==> config.mk <==
export PLATFORM = sky130hd
export DESIGN_NAME = seq_multiply
export DESIGN_NICKNAME = d
export VERILOG_FILES = /design/src/rtl/seq_multiply.sv
export SDC_FILE = /design/constraint.sdc
export NUM_CORES = 1
export LEC_CHECK = 0
export ABC_AREA = 0
export BUFFER_PORTS_ARGS = -buffer_cell sky130_fd_sc_hd__buf_2
export CAP_MARGIN = 25
export CORE_ASPECT_RATIO = 1.25
export CORE_MARGIN = 1.5
export CORE_UTILIZATION = 55
export CTS_BUF_LIST = sky130_fd_sc_hd__clkbuf_8 sky130_fd_sc_hd__clkbuf_16
export CTS_CLUSTER_DIAMETER = 120
export CTS_CLUSTER_SIZE = 16
export DETAILED_ROUTE_END_ITERATION = 6
export PLACE_DENSITY = 0.83
export SYNTH_ARGS = -nofsm -noshare
export SYNTH_HDL_FRONTEND = slang
export SYNTH_SLANG_ARGS = --single-unit
==> constraint.sdc <==
create_clock -name clock -period 5.5 [get_ports clock]
set_clock_uncertainty 0.15 [all_clocks]
set_input_delay 0.275 -clock clock [delete_from_list [all_inputs] [get_ports clock]]
set_output_delay 0.275 -clock clock [all_outputs]
set_load 0.02 [all_outputs]
==> src/rtl/seq_multiply.sv <==
// Sequential shift-add multiplier: one partial product per clock, 2*WIDTH-bit result.
// Unsigned or two's-complement operands, start/done handshake shared with the divider.
module seq_multiply #(
    parameter int unsigned WIDTH = 32
) (
    input  logic               clock,
    input  logic               reset_n,
    input  logic               start,
    input  logic               signed_op,
    input  logic [WIDTH-1:0]   multiplicand,
    input  logic [WIDTH-1:0]   multiplier,
    output logic [2*WIDTH-1:0] product,
    output logic               overflow,
    output logic               done
);

    localparam int unsigned CntW = $clog2(WIDTH);

    typedef enum logic [1:0] {
        StIdle,
        StLoop,
        StFinish
    } phase_e;

    phase_e             phase_q;
    logic [WIDTH-1:0]   mcand_q;
    logic [WIDTH-1:0]   mreg_q;
    logic               signed_q;
    logic [WIDTH:0]     acc_q;
    logic [CntW-1:0]    count_q;
    logic [2*WIDTH-1:0] product_q;
    logic               overflow_q;
    logic               done_q;

    logic [WIDTH:0]     pp;
    logic [WIDTH:0]     term;
    logic               subtract;
    logic [WIDTH+1:0]   sum_wide;
    logic [WIDTH:0]     sum;
    logic               acc_msb;
    logic [2*WIDTH-1:0] result;
    logic               result_ovf;

    always_comb begin
        pp       = signed_q ? {mcand_q[WIDTH-1], mcand_q} : {1'b0, mcand_q};
        term     = mreg_q[0] ? pp : '0;
        // Multiplier MSB has weight -2^(WIDTH-1) for signed operands.
        subtract = signed_q && (count_q == '0);
        sum_wide = subtract ? ({1'b0, acc_q} - {1'b0, term})
                            : ({1'b0, acc_q} + {1'b0, term});
        sum      = sum_wide[WIDTH:0];
        acc_msb  = signed_q ? sum[WIDTH] : sum_wide[WIDTH+1];
    end

    always_comb begin
        result = {acc_q[WIDTH-1:0], mreg_q};
        if (signed_q) begin
            result_ovf = (result[2*WIDTH-1:WIDTH-1] != {(WIDTH+1){result[2*WIDTH-1]}});
        end else begin
            result_ovf = |result[2*WIDTH-1:WIDTH];
        end
    end

    always_ff @(posedge clock or negedge reset_n) begin
        if (!reset_n) begin
            phase_q    <= StIdle;
            mcand_q    <= '0;
            mreg_q     <= '0;
            signed_q   <= 1'b0;
            acc_q      <= '0;
            count_q    <= '0;
            product_q  <= '0;
            overflow_q <= 1'b0;
            done_q     <= 1'b1;
        end else begin
            unique case (phase_q)
                StIdle: begin
                    if (start) begin
                        mcand_q  <= multiplicand;
                        mreg_q   <= multiplier;
                        signed_q <= signed_op;
                        acc_q    <= '0;
                        count_q  <= CntW'(WIDTH - 1);
                        done_q   <= 1'b0;
                        phase_q  <= StLoop;
                    end
                end
                StLoop: begin
                    acc_q   <= {acc_msb, sum[WIDTH:1]};
                    mreg_q  <= {sum[0], mreg_q[WIDTH-1:1]};
                    count_q <= count_q - CntW'(1);
                    if (count_q == '0) begin
                        phase_q <= StFinish;
                    end
                end
                StFinish: begin
                    product_q  <= result;
                    overflow_q <= result_ovf;
                    done_q     <= 1'b1;
                    phase_q    <= StIdle;
                end
                default: begin
                    phase_q <= StIdle;
                    done_q  <= 1'b1;
                end
            endcase
        end
    end

    assign product  = product_q;
    assign overflow = overflow_q;
    assign done     = done_q;

endmodule
==> results.yml <==
status:
  status: "complete, no violations"
global_routing:
  grt_max_degree: 115
  grt_usage_pct: 31.31
  antenna_found_initial: 0
  grt-ovfl-total: 0
  grt_pass1_vias: 9034
  grt_pass1_wl_um: 46200
timing:
  setup_viol: 0
  worst_slack_ns: 0.5352
  finalHoldViolCount: 0
  maxSlewViolCount: 0
  setup_tns_ns: 0
  max_slew_margin_pct: 34.96
  grt_setup_unrepaired: "no"
  tightest_slew_ns: 0.9730
  post-route-min-period_ns: 4.965
  max_freq_mhz: 201.4
  post-route-period-util_pct: 90.27
worst_setup_path:
  rr_startpoint: "mcand_q[21]"
  slowest_delay_ns: 0.57
  endpoint_kind: "flip-flop"
  worstPathRequired_ns: 5.66
  worst-r2r-setup-slack_ns: 0.54
  cp-start-kind: "flip-flop"
  cp_max_fo: 6
  ff2ff_path_depth: 15
  path_buf_inv: 0
  r2r_end: "acc_q[32]"
  cp_slowest_cell: "nor4_1"
  path_cells: "nor4_1, nand4b_1, or3_1, a21oi_1, and2_1, nor2_1, xor2_1, ha_1, a21oi_1, o21ai_0, a211o_1, a211o_1, or3_1, a32oi_1, o21ai_1"
  worstSetupPathType: "reg -> reg"
  cpLargestDelayFamily: "simple AND/OR/NAND/NOR gates"
  critPathArrivalTime_ns: 5.13
routing:
  first_pass_iters: 6
  wl_per_cell_um: 20.26
  via_count: 8928
  drc_errors: 0
  vias_per_cell: 6.305
  routed_wirelength_um: 28690
  antenna_left: 0
  drt_first_iter_violations: 756
final_layout:
  nets: 1287
  nFillCells: 1291
  area_growth_syn_to_layout_pct: 20.78
  fin_cells: 1416
  finish.utilization_pct: 68.40
  n_antenna_cell: 0
  final_layout_size_suffix_gt1_share_pct: 23.83
worst_hold_path:
  hold_start: "multiplier[11]"
  hold_path_class: "in -> reg"
  min_path_cells: 3
  hold_path_end: "mreg_q[11]"
synthesis:
  netlist_instances: 1018
  yosys-top-cells-count: "170 x dfrtp_1, 99 x nand2_1, 93 x mux2_2"
  synth_most_common_cell: "dfrtp_1"
  syn_nets: 1124
  yosysWarnings: 0
  yosys-top-cells-area: "dfrtp_1 43%, mux2_2 11%, ha_1 4.7%, o21ai_0 4.6%, a21oi_1 4.3%"
  yosysSeqAreaShare_pct: 43.03
  ys_seq_elements: 171
  synth_edf_count: 0
  synth_area_mm2: 0.009948
  ys_types: 76
  yosysTopAreaCell: "dfrtp_1"
  synth_area_per_cell_um2: 9.772
  yosys_most_used_dff: "dfrtp_1"
  ys_async_sr_fraction_pct: 100.0
  synth_top_area_share_pct: 42.76
cts:
  cts_root_buffer: "clkbuf_16"
  post_cts_resized: 0
  cts_tree: "done"
  cts_made_buffers: 17
  clock_tree.buffer_depth: 2
  cts.htree.levels: 4
  clock_latency_ns: 0.44
  cts_sinks: 171
  postCtsSetupRepairBufs: 0
  path_clk_slew_ns: 0.07
die:
  start_util_pct: 56.63
  die_y_um: 153.4
  core_mm2: 0.01757
  die-area_mm2: 0.01891
  io_pins: 134
  rows: 54
  die_w_um: 123.3
power_and_ir_drop:
  ir_drop_v: 0.0002948
  p_leak_nw: 5.552
  power_density_mw_per_mm2: 730.2
  total_power_mw: 8.774
placed_design:
  portBuffers: 133
  pre_cts_slack_ns: 0.8579
  place_inst: 1324
  hpwl_um: 18130
  place.gp.congestion: 0.9413
flow_run:
  maxCapViolCount: 0
## state kept, by name (all words and copies together) (netlist names)
signal,count
acc_q,33
count_q,5
overflow,1
product,64
signed_q,1
mcand_q,32
mreg_q,32
done,1
phase_q,2
## report_power, final
group	switching, mW	total, mW	internal (mW)
Clock	0.521	1.32	0.798
Sequential	0.595	2.33	1.74
Combinational	2.96	5.12	2.16
## logic make-up after synthesis
| logic type | synth area share (%) |
|---|---|
| AND/OR/NAND/NOR | 14.97 |
| multiplexers | 10.73 |
| AO/OA/AOI/OAI | 19.73 |
| buffers and inverters | 3.081 |
| adder cells (fa/ha/maj) | 4.855 |
| flip-flops | 43.03 |
| XOR/XNOR | 3.610 |
## area by class of cell
type,count,area [um2],share of cell area [%]
multi-input combinational,775,5398,44.92
clock buffer,17,425.4,3.541
sequential,171,4280,35.62
timing repair buffer,203,1380,11.49
tap,224,280.3,2.333
inverter,13,48.80,0.4061
clock inverter,13,202.7,1.687
## routing by layer
layer,up-vias,track usage (%),part of all wire (%)
met3,103,6.866,7.2
met4,0,15.49,4.3
met5,-,0,0
met2,475,51.75,50
li1,4051,-,-
met1,4299,38.30,39
## placed cells by master, fill, tap and decap left out, types with 6 or more instances in the layout
cell | synthesis | routed
o21a_1 | 6 | 6
dfrtp_1 | 170 | 170
mux2_2 | 93 | 93
buf_4 | 2 | 8
o31ai_1 | 6 | 6
buf_2 | 3 | 132
a21o_1 | 12 | 12
nand2_1 | 99 | 99
a21oi_1 | 85 | 85
o21ai_0 | 92 | 92
nor4_1 | 8 | 8
a31oi_1 | 9 | 9
nand2b_1 | 13 | 12
xnor2_1 | 18 | 18
nand4_1 | 12 | 12
nor3_1 | 16 | 16
nand3_1 | 22 | 22
dlygate4sd3_1 | 0 | 60
ha_1 | 37 | 37
inv_1 | 13 | 16
a211o_1 | 7 | 7
clkbuf_16 | 0 | 17
xor2_1 | 23 | 23
o211ai_1 | 8 | 8
nor2b_1 | 41 | 38
nor2_1 | 43 | 43
a22oi_1 | 33 | 33
and2_1 | 9 | 9
## through the flow
stage	hold slack, ns	area (um2)
after floorplan	-0.1706	9948
final	0.009442	12020
after global placement	0.3089	10740
after global routing	0.01900	12020
after CTS	0.004106	11970
after detailed placement	0.3178	10740
## what timing repair did
action / CTS / global route
hold buffers: 60 / 0
endpoints found under the setup margin: 0 / 0
endpoints found under the hold margin: 172 / 0
## tightest hold or removal path, stage by stage
cell and delay [ns]:
buf_2 0.08, a21oi_1 0.06, o21ai_0 0.15
## worst max-delay path by stage
stage / startpoint / to / slack, ns / cells after the start
after floorplan: mreg_q[0] / acc_q[27] / 0.88 / 19
after global placement: mcand_q[21] / acc_q[32] / 0.89 / 15
after detailed placement: mcand_q[21] / acc_q[32] / 0.86 / 15
after CTS: mcand_q[21] / acc_q[32] / 0.69 / 15
after global routing: mcand_q[21] / acc_q[32] / 0.45 / 15
final: mcand_q[21] / acc_q[32] / 0.54 / 15
No activity file was read; power rests on OpenSTA's default activity.
